--- src/rtl/quad_pkg.sv ---
// Shared types and Gray tables for the quadrature encoder emitter.
// No logic; constant lookups only.
package quad_pkg;

  typedef enum logic {
    ST_IDLE = 1'b0,
    ST_RUN  = 1'b1
  } state_t;

  localparam logic DIR_FWD = 1'b1;

  // {A,B} after phase index 0..3 within a step; index 0 is the 00 rest state
  localparam logic [1:0] FWD_SEQ [4] = '{2'b00, 2'b10, 2'b11, 2'b01};
  localparam logic [1:0] REV_SEQ [4] = '{2'b00, 2'b01, 2'b11, 2'b10};

  function automatic logic [1:0] seq_ab(input logic dir, input logic [1:0] ph);
    return (dir == DIR_FWD) ? FWD_SEQ[ph] : REV_SEQ[ph];
  endfunction

endpackage

--- src/rtl/quad_phase_timer.sv ---
// Edge-spacing down-counter: tick pulses one cycle, div cycles after each load.
// Latency: first tick div cycles after load. No backpressure; en gates the tick.
module quad_phase_timer #(
  parameter int DIV_W = 16
) (
  input  logic             clk,
  input  logic             reset_n,
  input  logic             en,
  input  logic             load,
  input  logic [DIV_W-1:0] div,
  output logic             tick
);

  logic [DIV_W-1:0] cnt;

  always_ff @(posedge clk or negedge reset_n) begin
    if (!reset_n) begin
      cnt <= '0;
    end else if (load) begin
      cnt <= div;
    end else if (cnt != '0) begin
      cnt <= cnt - DIV_W'(1);
    end
  end

  assign tick = en && (cnt == DIV_W'(1));

endmodule

--- src/rtl/quad_encoder_tx.sv ---
// Quadrature A/B emitter with signed position; optional index pulse under QUAD_INDEX_EN.
// Latency: edge k at accept + k*div cycles. Backpressure: cmd_ready low for the whole run, no queueing.
module quad_encoder_tx
  import quad_pkg::*;
#(
  parameter int CNT_W = 8,
  parameter int DIV_W = 16,
  parameter int POS_W = 16,
  parameter int PPR   = 4
) (
  input  logic                    clk,
  input  logic                    reset_n,
  input  logic                    cmd_valid,
  output logic                    cmd_ready,
  input  logic                    cmd_dir,
  input  logic [CNT_W-1:0]        cmd_steps,
  input  logic [DIV_W-1:0]        phase_div,
  input  logic                    cmd_stop,
  output logic                    busy,
  output logic                    enc_a,
  output logic                    enc_b,
  output logic                    enc_z,
  output logic signed [POS_W-1:0] position
);

  state_t                  state, state_nxt;
  logic                    dir_q;
  logic [CNT_W-1:0]        rem_q;
  logic [DIV_W-1:0]        div_q;
  logic [1:0]              ph_q;
  logic                    stop_q;
  logic [1:0]              ab_q;
  logic signed [POS_W-1:0] pos_q;

  logic             accept, tick, edge_en, step_done, stop_now;
  logic [DIV_W-1:0] eff_div, tmr_div;

  assign cmd_ready = (state == ST_IDLE);
  assign busy      = ~cmd_ready;
  assign accept    = cmd_valid && cmd_ready;
  assign eff_div   = (phase_div == '0) ? DIV_W'(1) : phase_div;
  assign tmr_div   = accept ? eff_div : div_q;
  // A zero-step command still runs the timer; its tick must not emit an edge
  assign edge_en   = tick && (rem_q != '0);
  assign step_done = edge_en && (ph_q == 2'd3);
  assign stop_now  = stop_q || cmd_stop;

  quad_phase_timer #(.DIV_W(DIV_W)) u_timer (
    .clk     (clk),
    .reset_n (reset_n),
    .en      (state == ST_RUN),
    .load    (accept || edge_en),
    .div     (tmr_div),
    .tick    (tick)
  );

  always_ff @(posedge clk or negedge reset_n) begin
    if (!reset_n) state <= ST_IDLE;
    else          state <= state_nxt;
  end

  always_comb begin
    state_nxt = state;
    case (state)
      ST_IDLE: if (accept) state_nxt = ST_RUN;
      ST_RUN: begin
        if (rem_q == '0)
          state_nxt = ST_IDLE;
        else if (step_done && ((rem_q == CNT_W'(1)) || stop_now))
          state_nxt = ST_IDLE;
      end
      default: state_nxt = ST_IDLE;
    endcase
  end

  always_ff @(posedge clk or negedge reset_n) begin
    if (!reset_n) begin
      dir_q  <= DIR_FWD;
      rem_q  <= '0;
      div_q  <= '0;
      ph_q   <= '0;
      stop_q <= 1'b0;
      ab_q   <= 2'b00;
      pos_q  <= '0;
    end else if (accept) begin
      dir_q  <= cmd_dir;
      rem_q  <= cmd_steps;
      div_q  <= eff_div;
      ph_q   <= '0;
      stop_q <= 1'b0;
    end else if (state == ST_RUN) begin
      if (cmd_stop) stop_q <= 1'b1;
      if (edge_en) begin
        ph_q <= ph_q + 2'd1;
        ab_q <= seq_ab(dir_q, ph_q + 2'd1);
        if (ph_q == 2'd3) begin
          rem_q <= rem_q - CNT_W'(1);
          pos_q <= (dir_q == DIR_FWD) ? pos_q + POS_W'(1) : pos_q - POS_W'(1);
        end
      end
    end
  end

  assign enc_a    = ab_q[1];
  assign enc_b    = ab_q[0];
  assign position = pos_q;

`ifdef QUAD_INDEX_EN
  localparam int IDX_W = (PPR > 1) ? $clog2(PPR) : 1;

  logic [IDX_W-1:0] idx_q, idx_nxt;
  logic [DIV_W-1:0] z_cnt;

  // idx_q tracks position mod PPR without a divider
  always_comb begin
    idx_nxt = idx_q;
    if (dir_q == DIR_FWD)
      idx_nxt = (idx_q == IDX_W'(PPR - 1)) ? '0 : idx_q + IDX_W'(1);
    else
      idx_nxt = (idx_q == '0) ? IDX_W'(PPR - 1) : idx_q - IDX_W'(1);
  end

  always_ff @(posedge clk or negedge reset_n) begin
    if (!reset_n) begin
      idx_q <= '0;
      z_cnt <= '0;
    end else if (step_done) begin
      idx_q <= idx_nxt;
      z_cnt <= (idx_nxt == '0) ? div_q : '0;
    end else if (edge_en) begin
      z_cnt <= '0;
    end else if (z_cnt != '0) begin
      z_cnt <= z_cnt - DIV_W'(1);
    end
  end

  assign enc_z = (z_cnt != '0);
`else
  assign enc_z = 1'b0;
`endif

endmodule

--- config.mk ---
export PLATFORM = sky130hd
export DESIGN_NAME = quad_encoder_tx
export DESIGN_NICKNAME = d
export VERILOG_FILES = /design/src/rtl/quad_pkg.sv /design/src/rtl/quad_phase_timer.sv /design/src/rtl/quad_encoder_tx.sv
export SDC_FILE = /design/constraint.sdc
export NUM_CORES = 1
export LEC_CHECK = 0
export CORE_MARGIN = 2
export CORE_UTILIZATION = 40
export CTS_CLUSTER_DIAMETER = 30
export CTS_CLUSTER_SIZE = 14
export DETAILED_ROUTE_END_ITERATION = 10
export PLACE_DENSITY = 0.66
export SYNTH_ARGS = -nofsm -noshare
export SYNTH_HDL_FRONTEND = slang
export SYNTH_SLANG_ARGS = --single-unit
--- constraint.sdc ---
create_clock -name clk -period 4.3 [get_ports clk]
set_clock_uncertainty 0.05 [all_clocks]
set_input_delay 0.86 -clock clk [delete_from_list [all_inputs] [get_ports clk]]
set_output_delay 0.86 -clock clk [all_outputs]
set_load 0.005 [all_outputs]
==> metrics.cfg <==
[outcome]
status=complete, no violations

[yosys]
synth_top_area_share_pct=43.2
netlist_top_cells_area=dfrtp_1 43%, nand2_1 10%, ha_1 7.3%, xnor2_1 5.1%, o21ai_0 4.2%
netlist_top_cells_count=96 x nand2_1, 62 x dfrtp_1, 30 x o21ai_0
syn_inst=392
yosysTopAreaCell=dfrtp_1
ys_seq_area_share_pct=44.0
synth_cell_type_count=48
synth_compound_area_share_pct=15.2
yosysMostFrequentCell=nand2_1
synthAdderAreaFrac_pct=7.88
synth_xor_area_share_pct=8.79
async_reset_ff_share_pct=100
ys_ff_latch=63
yosys_warnings=0
synth_flop_cell=dfrtp_1
syn-num-nets=443
synth_top_family_by_area=simple AND/OR/NAND/NOR gates
syn-cell-area_mm2=0.00359
yosys.area_share.simple_pct=19.6
synth_area_per_cell_um2=9.15
synth_edf_count=0
synthMuxAreaShare_pct=1.53

[global_route]
grt_pass1_vias=2895
grt-ovfl-total=0
antenna_found_initial=0
grt_pass1_wl_mm=14.0
grt_max_degree=38
track_usage_pct=17.8

[placement]
gp_congestion=0.836
dp_hpwl_mm=5.91
placed_cell_area_mm2=0.00417
portBuffers=48
dp.cells=538

[timing]
maxSlewHeadroom_pct=40.5
tns_ns=0
finalHoldViolations=0
setup_viol=0
rsz0062_at_grt=no
max_clock_freq_mhz=354
worst_pin_slew_ns=0.891
timing.final.crit_period_ns=2.82
drv_slew=0
min_period_over_period_pct=65.7

[finish]
fillers=830
syn_to_final_growth_pct=22.7
instances_no_fill=554
finish.instance_area_mm2=0.00440
fin_nets=492
n_antenna_cell=0
drive_gt1_share_pct=7.40

[clock_tree]
htreeDepth=3
clock_path_buffers=2
cts_setup_buffers=0
cts.sinks=63
cts_hold_buf=0
tritoncts=built
cts_resized=0
clk_pin_slew_worst_paths_ns=0.07
clock_latency_ns=0.35
cts_inserted_buffers=9
ctsRootBufferMaster=clkbuf_8

[setup_path]
required_ns=4.46
worstPathArrival_ns=2.99
crit_path_end_kind=register
cp_max_fo=17
worstSetupPathType=reg -> reg
worst_path_most_repeated_cell=o21ai_0
crit_path_start_kind=register
path_cells=inv_1 -> ha_1 -> a211oi_1 -> o21ai_0 -> a2bb2oi_1 -> o21ai_0 -> a21oi_1 -> xor2_1 -> o21ai_0
cp_slowest_stage_delay_ns=0.55
crit_slowest_cell=dfstp_2

[route]
route.detailed.drc=0
first_pass_iters=4
drt_iter0_markers=147
wl_mm=8.04
routed_via_density=5.28
drt-wirelength-per-cell_um=14.5
ant_nets=0
via_count=2927

[floorplan]
dieArea_mm2=0.00974
core-area_mm2=0.00872
core.rowCount=34
die_y_um=98.7
initial_core_util_pct=41.1
pin_count=50
die_width_um=98.7

[power]
total_power_mw=2.46
power_density_mw_per_mm2=559
leakage_nw=1.98
vdd.ir_drop.worst_mv=0.208

[worst_hold_path]
holdCritPathClass=reg -> reg

[run]
maxCapViolations=0

-- logic make-up (layout without fill, tap and decap cells) --
kind of cell,count (synthesis),after routing
xor gates and xnor gates,36,36
DFF,63,63
muxes,5,5
AOI/OAI and AO/OA,86,86
other,1,1
buffers and inverters,26,80
adders and majority gates,22,22
and+or+nand+nor,153,153
-- per-layer routing --
metal	up-vias	wire (um)	GRT usage, %	part of all wire (%)
met2	45	3760	27.2	47
li1	1458	-	-	-
met5	-	0	0	0
met3	10	275	3.55	3.4
met4	0	140	7.48	1.7
met1	1414	3860	24.9	48
-- worst max-delay path, delay by kind of cell (launching register included) --
| kind | cells | cell delay, ns |
|---|---|---|
| compound gates | 6 | 1.25 |
| xor+xnor | 1 | 0.17 |
| fa+ha+maj | 1 | 0.41 |
| buf+inv | 1 | 0.27 |
| flops | 1 | 0.55 |
-- registers in the layout (all words and copies together) (netlist names) --
name         count
ph_q             2
div_q           16
rem_q            8
busy             1
position        16
ab_q             2
stop_q           1
dir_q            1
u_timer.cnt     16
-- final cells by class --
class / count / area, um^2 / share of cell area [%]
sequential: 63 / 1580 / 35.8
tap: 108 / 135 / 3.07
inverter: 12 / 45.0 / 1.02
multi-input combinational: 303 / 1910 / 43.3
clock inverter: 6 / 93.8 / 2.13
timing repair buffer: 52 / 505 / 11.5
clock buffer: 10 / 138 / 3.13
-- report_power, final --
group	switching, mW	internal, mW	total, mW
registers	0.164	0.794	0.957
logic	0.502	0.405	0.907
clock network	0.253	0.345	0.598
total	0.919	1.54	2.46
-- worst paths after layout --
path | start | end | slack, ns | depth (start not counted)
worst max register to register | dir_q | position[13] | 1.48 | 9
worst min register to register | position[15] | position[15] | 0.42 | 1
max in group asynchronous | reset_n | u_timer.cnt[1] | 2.76 | 2
min in group asynchronous | reset_n | rem_q[7] | 0.56 | 1
worst min-delay path | position[15] | position[15] | 0.42 | 1
worst max-delay path | dir_q | position[13] | 1.48 | 9
-- per-stage QoR --
stage / hold WS, ns / util [%] / setup WS (ns)
after floorplan: 0.386 / - / 1.82
after global placement: 0.407 / 47.8 / 1.44
after detailed placement: 0.405 / 47.8 / 1.41
after CTS: 0.424 / 50.5 / 1.47
after global routing: 0.437 / 50.5 / 1.04
final: 0.420 / 50.5 / 1.48
-- placed cells by master (no fill, tap or decap), types with 2 or more instances in the layout --
master           synthesis  layout
nor4_4                   2       2
xnor2_1                 21      21
clkbuf_8                 0      10
clkdlybuf4s50_1          0      47
nor3_1                   9       9
o21ai_0                 30      30
a21o_1                   5       5
inv_1                   12      12
mux2_2                   4       4
nand4_1                  3       3
ha_1                    21      21
buf_4                    2       4
dfrtp_1                 62      62
a211oi_1                 5       5
nand2_1                 96      96
clkinv_4                 0       3
nor4_1                   7       7
a21oi_1                 11      11
o21bai_1                 3       3
o31ai_1                 13      13
bufinv_16                0       2
a31oi_1                  3       3
nor2b_1                  3       2
o21ai_1                  4       4
nand3_1                  6       6
o21a_1                   3       3
nor2_1                  18      18
xor2_1                  15      15
Note: power is estimated with default switching activity, not from simulation.
